<file path="config.mk">
export PLATFORM = sky130hd
export DESIGN_NAME = mdu
export DESIGN_NICKNAME = d
export VERILOG_FILES = /design/src/rtl/mdu.sv
export SDC_FILE = /design/constraint.sdc
export NUM_CORES = 1
export LEC_CHECK = 0
export CORE_MARGIN = 4
export CORE_UTILIZATION = 25
export CTS_BUF_LIST = sky130_fd_sc_hd__clkbuf_4 sky130_fd_sc_hd__clkbuf_8 sky130_fd_sc_hd__clkbuf_16
export DETAILED_ROUTE_END_ITERATION = 8
export PLACE_DENSITY_LB_ADDON = 0.25
export SLEW_MARGIN = 20
export SYNTH_ARGS = -nofsm -noshare
export SYNTH_HDL_FRONTEND = slang
export SYNTH_SLANG_ARGS = --single-unit
</file>
<file path="constraint.sdc">
create_clock -name clk -period 5.7 [get_ports clk]
set_input_delay 0.57 -clock clk [delete_from_list [all_inputs] [get_ports clk]]
set_output_delay 0.57 -clock clk [all_outputs]
set_load 0.01 [all_outputs]
</file>
<file path="src/rtl/mdu.sv">
// Multiply/divide unit: 32-iteration shift-add multiplier and restoring
// divider sharing one 64-bit accumulator, with architectural HI/LO registers.
module mdu (
  input  logic        clk,
  input  logic        reset,
  input  logic        start,
  input  logic [1:0]  op,
  input  logic [31:0] a,
  input  logic [31:0] b,
  input  logic        mthi,
  input  logic        mtlo,
  input  logic [31:0] wd,
  output logic        busy,
  output logic        done,
  output logic [31:0] hi,
  output logic [31:0] lo
);

  typedef enum logic [1:0] {IDLE, RUN, DONE} state_t;

  state_t      state, state_nxt;
  logic [4:0]  cnt;
  logic [63:0] acc, acc_nxt;    // mult: {partial hi, multiplier}; div: {remainder, quotient}
  logic [31:0] dvs;             // multiplicand or divisor magnitude
  logic [31:0] a_raw;           // raw dividend, returned as HI on divide by zero
  logic        is_div, neg_q, neg_r, dz;

  logic        sgn;
  logic [31:0] a_mag, b_mag;
  logic [32:0] sum, diff;
  logic [64:0] sh;
  logic [31:0] res_hi, res_lo;

  // State register
  always_ff @(posedge clk or negedge reset) begin
    if (!reset) state <= IDLE;
    else        state <= state_nxt;
  end

  // Next-state: DONE lasts one cycle and can accept a new start like IDLE
  always_comb begin
    state_nxt = state;
    case (state)
      IDLE, DONE: state_nxt = start ? RUN : IDLE;
      RUN:        if (cnt == 5'd31) state_nxt = DONE;
      default:    state_nxt = IDLE;
    endcase
  end

  // FSM outputs
  always_comb begin
    busy = (state == RUN);
    done = (state == DONE);
  end

  // Operand magnitudes: signed ops run the unsigned core and fix signs at the end
  always_comb begin
    sgn   = ~op[0];
    a_mag = (sgn && a[31]) ? -a : a;
    b_mag = (sgn && b[31]) ? -b : b;
  end

  // One iteration of shift-add (mult) or restoring shift-subtract (div)
  always_comb begin
    sum  = {1'b0, acc[63:32]} + (acc[0] ? {1'b0, dvs} : 33'd0);
    sh   = {acc, 1'b0};
    diff = sh[64:32] - {1'b0, dvs};
    if (is_div) acc_nxt = diff[32] ? sh[63:0] : {diff[31:0], sh[31:1], 1'b1};
    else        acc_nxt = {sum, acc[31:1]};
  end

  // Final sign fix-up and divide-by-zero override, applied on the last iteration
  always_comb begin
    res_hi = 32'd0;
    res_lo = 32'd0;
    if (!is_div) begin
      {res_hi, res_lo} = neg_q ? -acc_nxt : acc_nxt;
    end else if (dz) begin
      res_hi = a_raw;
      res_lo = 32'hFFFF_FFFF;
    end else begin
      res_lo = neg_q ? -acc_nxt[31:0]  : acc_nxt[31:0];
      res_hi = neg_r ? -acc_nxt[63:32] : acc_nxt[63:32];
    end
  end

  // Datapath: operand latch on accept, iterate in RUN, HI/LO moves only while idle
  always_ff @(posedge clk or negedge reset) begin
    if (!reset) begin
      cnt    <= 5'd0;
      acc    <= 64'd0;
      dvs    <= 32'd0;
      a_raw  <= 32'd0;
      is_div <= 1'b0;
      neg_q  <= 1'b0;
      neg_r  <= 1'b0;
      dz     <= 1'b0;
      hi     <= 32'd0;
      lo     <= 32'd0;
    end else if (state == RUN) begin
      acc <= acc_nxt;
      cnt <= cnt + 5'd1;
      if (cnt == 5'd31) begin
        hi <= res_hi;
        lo <= res_lo;
      end
    end else begin
      if (mthi) hi <= wd;
      if (mtlo) lo <= wd;
      if (start) begin
        acc    <= {32'd0, op[1] ? a_mag : b_mag};
        dvs    <= op[1] ? b_mag : a_mag;
        cnt    <= 5'd0;
        is_div <= op[1];
        neg_q  <= sgn & (a[31] ^ b[31]);
        neg_r  <= sgn & a[31];
        dz     <= (b == 32'd0);
        a_raw  <= a;
      end
    end
  end

endmodule

</file>
==> metrics, run 1 <==
register bit count reported by yosys=203; hold-fix buffer count after cts=0; row cnt=99; first-pass GRT wire length=127000 um; Post-Syn Instances=~2400; final net count=2718; clk_skew=0.0225 ns; number of fill cells=7764; outcome=finished, final reports clean; Setup CP Type=reg2reg; RSZ-0062 raised after global routing=false; Hold WC Path Type=in2async; per-cell routed wire length=around 25 um; Slew @ Worst Pin=1.02 ns; crit start category=flop; layout cells sized above 1=10.9%; max incr delay on CP=about 0.55 ns; EDFF count, synth=0; pre-CTS setup slack=about 0.17 ns; grt ovf=0; H-tree depth=1; Worst path slowest cell=or4b_4; Post-Route WL=just under 90000 um; Synth cell types=108; via/cell ratio=approximately 5.5; clock buffer count from CTS=28; crit-path cells=inv_1 -> ha_1 -> inv_1 -> fa_1 -> a211oi_1 -> o211ai_1 -> nand3_2 -> a21boi_4 -> o31ai_2 -> nor2_1 -> a21oi_1 -> ha_1 -> o211ai_1 -> or2_1 -> inv_1 -> nand3_1 -> nor2_2 -> nand3_1 -> or3_1 -> or4b_4 -> o41ai_4 -> xnor2_1 -> a221o_1 -> a21oi_1; multi-input logic area=0.0125 mm2; Area growth syn-to-layout=22.7%; fin crit period=5.46 ns; Die ar.=0.0781 mm2; Reg clk slew, reported paths=0.07 ns; CP delay by family, top=simple AND/OR/NAND/NOR gates; largest net degree at the start of global routing=113; GRT Total Usage=a little over a fifth; vias in the first global route=~19000; core area=0.0730 mm2; Worst-Skew Late Latency=0.58 ns; YS warnings=0; Clock Sinks=203; post-route ant nets=0; initial antenna violation count=10; I/O pin count=169; via count=19500; register area=0.00508 mm2; worst path arrival time=5.96 ns; Async SR Flop Fraction=100%; setup tns final=0 ns; Primary FF master, synth=dfrtp_1; Clk Tree Root Cell=clkbuf_16; # Post-CTS Setup Buffers=0; Initial DRT Pass Iterations=7; syn nets=2559; max-cap violations=0; fin crit share=95.8%; max-slew violations=0; DP HPWL=69000 um; Port Buffers=168; CP most frequent cell=inv_1; post-route setup slack=0.238 ns; register area share after synthesis=27.6%; Max Fclk=183 MHz; Residual DRC=0; gpl congestion=0.967; Fin. Hold Viols=0; maximum root-to-sink buffer count=3; data required time of the critical path=~6.2 ns; First DRT Iteration DRCs=1965; Starting Density=approximately 25%; Die H=280 um; Post-Syn Area per Cell=7.73 um2; Slew headroom=a little under a third; chip width=280 um; worst-path fanout max=4; post-cts resize count=0; CTS tree=yes; synthesized cell area=0.0184 mm2; final setup violation count=0; CP Capture Type=flop; Worst Path Buf+Inv=3
-- through the flow --
step | utilization [%] | hold WS (ns) | cell area [um2] | std cells
floorplan | - | 0.274 | 18400 | 2384
global placement | 29.6 | 0.468 | 21600 | 3472
detailed placement | 29.6 | 0.476 | 21600 | 3472
CTS | 31.0 | 0.120 | 22600 | 3524
global route | 31.0 | 0.164 | 22600 | 3524
finish | 31.0 | 0.0868 | 22600 | 3526
-- layout make-up --
| class | count | area share [%] |
|---|---|---|
| multi-input cells | 1955 | 55.2 |
| flip-flops and latches | 203 | 22.5 |
| repair buffers | 284 | 11.5 |
| well taps | 959 | 5.30 |
| clock buffers | 42 | 3.83 |
| inverters | 71 | 1.19 |
| clock inverters | 10 | 0.487 |
| diodes | 2 | 0.0221 |
-- metal layers --
| metal | vias up | track usage (%) | wire length, um |
|---|---|---|---|
| met5 | - | 0 | 13 |
| met4 | 2 | 5.04 | 2350 |
| met3 | 112 | 2.77 | 5710 |
| met2 | 788 | 34.5 | 39700 |
| met1 | 9635 | 30.7 | 39600 |
| li1 | 8983 | - | - |
-- synth_stat cells (all sizes together), types with 5 or more instances --
| master | n | area [um2] |
|---|---|---|
| o41ai | 9 | 97.6 |
| nand2b | 14 | 87.6 |
| nor4 | 18 | 113 |
| nand2 | 286 | 1080 |
| xor2 | 100 | 876 |
| a31o | 6 | 52.6 |
| dfrtp | 203 | 5080 |
| a21boi | 11 | 93.8 |
| o211ai | 29 | 218 |
| a21o | 27 | 203 |
| o221ai | 13 | 114 |
| clkbuf | 117 | 442 |
| nand3 | 76 | 395 |
| nor2 | 190 | 723 |
| o21ai | 259 | 1340 |
| xnor2 | 90 | 788 |
| a221oi | 10 | 105 |
| mux2i | 47 | 483 |
| or4 | 13 | 101 |
| o21a | 12 | 90.1 |
| and3 | 18 | 119 |
| a211oi | 68 | 536 |
| or2 | 8 | 50.1 |
| a31oi | 27 | 181 |
| nor2b | 23 | 144 |
| nand4 | 26 | 175 |
| nor3 | 54 | 282 |
| a21oi | 197 | 1010 |
| or3 | 17 | 111 |
| o31ai | 32 | 269 |
| ha | 70 | 876 |
| o22ai | 38 | 238 |
| buf | 38 | 203 |
| and2 | 52 | 325 |
| inv | 69 | 259 |
| o2111ai | 5 | 43.8 |
| mux2 | 37 | 417 |
-- cell families after synthesis --
| group | synth area share (%) |
|---|---|
| simple gates | 21.1 |
| fa+ha+maj | 4.97 |
| buf+inv | 4.94 |
| flops | 27.6 |
| mux | 4.88 |
| compound gates | 27.6 |
| xor+xnor | 9.03 |
-- flip-flops by register name, summed over array words and instances (netlist names) --
| register | count |
|---|---|
| is_div | 1 |
| neg_q | 1 |
| neg_r | 1 |
| acc | 64 |
| lo | 32 |
| dz | 1 |
| cnt | 5 |
| dvs | 32 |
| hi | 32 |
| state | 2 |
| a_raw | 32 |
-- final timing paths --
kind / startpoint / slack [ns] / endpoint / cells past startpoint
max: acc[31] / 0.24 / hi[26] / 24
min: reset / 0.09 / lo[9] / 1
max reg2reg: acc[31] / 0.24 / hi[26] / 24
min reg2reg: lo[18] / 0.48 / lo[18] / 2
max in group asynchronous: reset / 4.36 / is_div / 2
min in group clk: lo[18] / 0.48 / lo[18] / 2
-- layout by cell type, fill, tap and decap left out, types with 13 or more instances in the layout --
cell type and n:
nor2_1 187, clkbuf_16 29, nor3_1 53, a31oi_1 25
and2_1 51, ha_1 70, o22ai_1 38, xor2_1 100
buf_4 114, nor4_1 18, or3_1 16, and3_1 16
o31ai_1 27, nand4_1 24, nand2b_1 13, inv_1 67
nand2_1 283, o21ai_0 240, o221ai_1 13, dfrtp_1 201
o211ai_1 29, clkdlybuf4s50_1 166, a211oi_1 66, mux2_2 37
nand3_1 72, a21oi_1 192, a21o_1 27, mux2i_1 46
nor2b_1 23, xnor2_1 90
Power of run 1 is not shown: default switching activity piles up to over one toggle a cycle in this logic, so the estimate is an artifact.
==> run 2, diff against run 1 <==
- CTS_BUF_LIST: sky130_fd_sc_hd__clkbuf_4 sky130_fd_sc_hd__clkbuf_8 sky130_fd_sc_hd__clkbuf_16 -> sky130_fd_sc_hd__clkbuf_4
- MAX_ROUTING_LAYER: default -> met4
==> run 2 against run 1 <==
Non-clock buffer count rose by 7. Critical path depth fell by 3. Worst setup slack improved by 0.092 ns. Utilization barely moved. Global-route usage rose by 1.3 points. Register-to-register slack improved by 0.09 ns. Cell count rose by 2.5%. Critical path type unchanged. Largest cell class unchanged.
==> metrics, run 2 (synthesis gave the netlist of run 1 again) <==
Slew headroom=18.9% (was 31.5%); Starting Density=25.3% (unchanged); grt ovf=0 (unchanged); R2R Setup Slk=0.33 ns (was 0.24 ns); Initial DRT Pass Iterations=6 (was 7); Residual DRC=0 (unchanged); final net count=2769 (was 2718); reg-to-reg endpoint=hi[26] (unchanged); H-tree depth=3 (was 1); max-slew violations=0 (unchanged); Slew @ Worst Pin=1.20 ns (was 1.02 ns); initial antenna violation count=8 (was 10); Hold WC Path Type=in2async (unchanged); fin crit share=94.2% (was 95.8%); RSZ-0062 raised after global routing=false (unchanged); max incr delay on CP=0.56 ns (was 0.55 ns); Reg clk slew, reported paths=0.08 ns (was 0.07 ns); Largest register FFs=64 (unchanged); worst-path fanout max=4 (unchanged); Port Buffers=168 (unchanged); via count=19800 (was 19500); core area=0.0730 mm2 (unchanged); Top reg by flops=acc (unchanged); GRT Total Usage=22.7% (was 21.5%); data required time of the critical path=6.45 ns (was 6.20 ns); gpl congestion=0.981 (was 0.967); Fin. Hold Viols=0 (unchanged); via/cell ratio=5.47 (was 5.54); final setup violation count=0 (unchanged); per-cell routed wire length=24.7 um (was 24.8 um); CP delay by family, top=compound AO/OA/AOI/OAI gates (was simple AND/OR/NAND/NOR gates); CTS tree=yes (unchanged); vias in the first global route=19000 (was 18500); # placed instances=3478 (was 3472); chip width=280 um (unchanged); outcome=finished, final reports clean (unchanged); I/O pin count=169 (unchanged); Worst Path Buf+Inv=1 (was 3); Worst path slowest cell=or4b_4 (unchanged); Die ar.=0.0781 mm2 (unchanged); commonest non-fill, non-tap cell in the layout=nand2_1 (unchanged); Clock Sinks=203 (unchanged); largest net degree at the start of global routing=133 (was 113); layout cells sized above 1=12.9% (was 10.9%); worst path arrival time=6.12 ns (was 5.96 ns); post-route ant nets=0 (unchanged); First DRT Iteration DRCs=2000 (was 1965); Post-Route WL=89200 um (was 87400 um); most frequent cells in the layout=283 x nand2_1, 240 x o21ai_0, 201 x dfrtp_1 (unchanged); Setup CP Type=reg2reg (unchanged); Clk Tree Root Cell=clkbuf_4 (was clkbuf_16); setup tns final=0 ns (unchanged); CP most frequent cell=a21oi_1 (was inv_1); # Post-CTS Setup Buffers=0 (unchanged); number of fill cells=7812 (was 7764); maximum root-to-sink buffer count=3 (unchanged); Worst-Skew Late Latency=0.82 ns (was 0.58 ns); fin crit period=5.37 ns (was 5.46 ns); filler-free cell count of the finished design=3613 (was 3526); Worst R2R Start=acc[54] (was acc[31]); fin util=31.0% (about the same); clock buffer count from CTS=72 (was 28); DP HPWL=70300 um (was 69000 um); Max Fclk=186 MHz (was 183 MHz); CP Capture Type=flop (unchanged); first-pass GRT wire length=130000 um (was 127000 um); R2R cell count=21 (was 24); clk_skew=0.0687 ns (was 0.0225 ns); crit start category=flop (unchanged); row cnt=99 (unchanged); crit-path cells=ha_1 -> a21oi_1 -> o21ai_1 -> a211oi_4 -> o31ai_4 -> o31ai_2 -> nor2_1 -> a21oi_1 -> ha_1 -> o211ai_1 -> or2_1 -> inv_1 -> nand3_1 -> nor2_1 -> nand3_1 -> or3_1 -> or4b_4 -> o41ai_4 -> xnor2_1 -> a221o_1 -> a21oi_1 (was inv_1 -> ha_1 -> inv_1 -> fa_1 -> a211oi_1 -> o211ai_1 -> nand3_2 -> a21boi_4 -> o31ai_2 -> nor2_1 -> a21oi_1 -> ha_1 -> o211ai_1 -> or2_1 -> inv_1 -> nand3_1 -> nor2_2 -> nand3_1 -> or3_1 -> or4b_4 -> o41ai_4 -> xnor2_1 -> a221o_1 -> a21oi_1); Die H=280 um (unchanged); Area growth syn-to-layout=22.7% (about the same); max-cap violations=0 (unchanged)
==> run 2: changes by cell type in the layout (fill, tap and decap cells not counted), moves of 2 or more <==
| cell | before | now |
|---|---|---|
| clkbuf_8 | 8 | 1 |
| clkbuf_4 | 6 | 97 |
| clkinv_1 | 2 | 22 |
| buf_4 | 114 | 121 |
| clkbuf_16 | 29 | 0 |
| inv_6 | 0 | 2 |
| diode_2 | 2 | 6 |
==> run 2: worst max-delay path by stage <==
stage,from,depth (start not counted),endpoint,slack (ns)
floorplan,acc[31],24,hi[26],0.70
global placement,acc[31],24,hi[26],0.26
detailed placement,acc[31],25,hi[22],0.25
CTS,acc[31],25,hi[22],0.25
global route,acc[56],21,hi[26],0.02
finish,acc[54],21,hi[26],0.33
==> run 2: worst reg2reg max path, stage by stage, from the launching register on <==
cell      delay, ns
dfrtp_1        0.42
ha_1           0.33
a21oi_1        0.34
o21ai_1        0.17
a211oi_4       0.28
o31ai_4        0.18
o31ai_2        0.31
nor2_1         0.15
a21oi_1        0.19
ha_1           0.22
o211ai_1       0.11
or2_1          0.29
inv_1          0.09
nand3_1        0.12
nor2_1         0.17
nand3_1        0.17
or3_1          0.38
or4b_4         0.56
o41ai_4        0.25
xnor2_1        0.10
a221o_1        0.36
a21oi_1        0.14
==> run 2: repair_timing <==
item,4_1_cts,5_1_grt
setup endpoints to repair,0,2
gates resized for setup,0,3
endpoints found under the hold margin,71,0
hold buffers,1,0
==> run 2: area by class of cell <==
type / instances / area [um2] / area share (%)
antenna: 6 / 15.0 / 0.0664
clock buffer: 97 / 728 / 3.22
clock inverter: 31 / 199 / 0.880
inverter: 71 / 269 / 1.19
multi-input combinational: 1955 / 12500 / 55.2
sequential: 203 / 5080 / 22.5
tap: 959 / 1200 / 5.31
timing repair buffer: 291 / 2630 / 11.6
==> run 2: routing by layer <==
layer,share of wire [%],GRT usage (%)
met1,45,30.9
met2,45,34.4
met3,6.9,3.93
met4,3.4,7.20
met5,0,-
==> run 2: through the flow <==
step / setup slack, ns / hold slack (ns) / instance area, um2
6_report: 0.331 / 0.339 / 22600
3_3_place_gp: 0.263 / 0.467 / 21600
5_1_grt: 0.0219 / 0.369 / 22600
4_1_cts: 0.248 / 0.327 / 22600
3_5_place_dp: 0.249 / 0.472 / 21600
2_1_floorplan: 0.698 / 0.274 / 18400
Power of run 2 is left out for the same reason.
==> run 3, diff against run 2 <==
- DONT_BUFFER_PORTS: default -> 1
==> run 3 against run 2 <==
Utilization down 2.0 points. Sequential share of layout area up 1.5 points. Worst setup slack worse by 0.033 ns. Critical path depth unchanged. Count of clock-buffer cells in the layout down 15. Global-route usage down 0.83 points. Fmax down 0.62%. Non-clock buffer count down 137. Clock skew down 0.0044 ns. Die area unchanged. Via count down 1.4%.
==> metrics, run 3 (synthesis gave the netlist of run 1 again) <==
Worst R2R Start=acc[50] (was acc[54]); CTS tree=yes (unchanged); setup tns final=0 ns (unchanged); core area=0.0730 mm2 (unchanged); # placed instances=3266 (was 3478); number of fill cells=7865 (was 7812); row cnt=99 (unchanged); Die H=280 um (unchanged); H-tree depth=2 (was 3); First DRT Iteration DRCs=2215 (was 2000); Area after DPL=0.0196 mm2 (was 0.0216 mm2); data required time of the critical path=6.43 ns (was 6.45 ns); via count=19500 (was 19800); Max Fclk=185 MHz (was 186 MHz); Starting Density=25.3% (unchanged); Worst-Skew Late Latency=0.84 ns (was 0.82 ns); outcome=finished, final reports clean (unchanged); worst path arrival time=6.13 ns (was 6.12 ns); Fin. Hold Viols=0 (unchanged); Clk Tree Root Cell=clkbuf_4 (unchanged); final net count=2620 (was 2769); Largest register FFs=64 (unchanged); final setup violation count=0 (unchanged); via/cell ratio=5.64 (was 5.47); maximum root-to-sink buffer count=3 (unchanged); CP Capture Type=flop (unchanged); Hold WC Path Type=in2reg (was in2async); fin crit period=5.40 ns (was 5.37 ns); filler-free cell count of the finished design=3455 (was 3613); Slew @ Worst Pin=1.12 ns (was 1.20 ns); Worst Hold Launch=wd[18]; worst-path fanout max=4 (unchanged); RSZ-0062 raised after global routing=false (unchanged); per-cell routed wire length=25.2 um (was 24.7 um); first-pass GRT wire length=126000 um (was 130000 um); Clock Sinks=203 (unchanged); gpl congestion=0.984 (was 0.981); largest net degree at the start of global routing=204 (was 133); initial antenna violation count=7 (was 8); Initial DRT Pass Iterations=6 (unchanged); crit start category=flop (unchanged); GRT Total Usage=21.9% (was 22.7%); Post-Layout Inst Area=0.0212 mm2 (was 0.0226 mm2); max-slew violations=0 (unchanged); Port Buffers=0 (was 168); max-cap violations=0 (unchanged); grt ovf=0 (unchanged); Post-Route WL=87100 um (was 89200 um); Worst Setup SP=acc[50] (was acc[54]); most frequent cells in the layout=283 x nand2_1, 239 x o21ai_0, 201 x dfrtp_1 (was 283 x nand2_1, 240 x o21ai_0, 201 x dfrtp_1); fin crit share=94.8% (was 94.2%); I/O pin count=169 (unchanged); Top reg by flops=acc (unchanged); DP HPWL=66600 um (was 70300 um); clk_skew=0.0644 ns (was 0.0687 ns); fin util=29.0% (was 31.0%); Die ar.=0.0781 mm2 (unchanged); commonest non-fill, non-tap cell in the layout=nand2_1 (unchanged); post-route ant nets=0 (unchanged); clock buffer count from CTS=60 (was 72); vias in the first global route=18300 (was 19000); Slew headroom=24.4% (was 18.9%); Residual DRC=0 (unchanged); Setup CP Type=reg2reg (unchanged); Reg clk slew, reported paths=0.07 ns (was 0.08 ns); layout cells sized above 1=11.2% (was 12.9%); Area growth syn-to-layout=14.8% (was 22.7%); chip width=280 um (unchanged)
[run 3: layer usage]
metal	GRT usage [%]	up-vias	routed length (um)
met3	5.86	190	8250
met1	28.8	9486	37500
li1	-	8837	-
met4	7.56	0	3420
met5	-	-	0
met2	32.5	968	37900
[run 3: area by class of cell]
type | instances | area [um2] | share of cell area, %
sequential | 203 | 5080 | 24.0
clock inverter | 25 | 108 | 0.508
clock buffer | 82 | 616 | 2.91
inverter | 71 | 270 | 1.28
antenna | 6 | 15.0 | 0.0709
timing repair buffer | 154 | 1380 | 6.53
tap | 959 | 1200 | 5.67
multi-input combinational | 1955 | 12500 | 59.0
[run 3: through the flow]
stage / hold slack, ns / worst slack (ns)
6_report: 0.0509 / 0.297
5_1_grt: 0.0320 / 0.0000773
4_1_cts: 0.00178 / 0.128
3_5_place_dp: 0.280 / 0.149
3_3_place_gp: 0.281 / 0.215
2_1_floorplan: 0.274 / 0.698
[run 3: path summary, 6_finish.rpt]
check | end | slack [ns] | cells after the start
setup / recovery | hi[26] | 0.30 | 21
hold / removal | hi[18] | 0.05 | 4
setup reg to reg | hi[26] | 0.30 | 21
hold reg to reg | a_raw[6] | 0.49 | 2
max in group asynchronous | is_div | 4.25 | 3
min in group asynchronous | hi[22] | 0.31 | 2
[run 3: worst max-delay path: stages, from the launching register on]
cell and delay [ns]:
dfrtp_1 0.42, ha_1 0.37, a21oi_1 0.25, o21ai_2 0.14, a211oi_4 0.33, o31ai_4 0.17
o31ai_2 0.30, nor2_1 0.14, a21oi_1 0.18, ha_1 0.22, o211ai_1 0.11, or2_1 0.29
inv_1 0.09, nand3_1 0.13, nor2_2 0.16, nand3_1 0.16, or3_1 0.41, or4b_4 0.57
o41ai_4 0.25, xnor2_1 0.10, a221o_1 0.36, a21oi_1 0.14
[run 3: repair_timing]
action / 4_1_cts / 5_1_grt
resized for setup: 0 / 5
endpoints found under the hold margin: 301 / 0
hold buffers: 75 / 0
setup buffers: 0 / 0
endpoints found under the setup margin: 0 / 6
Power of run 3 is left out for the same reason.
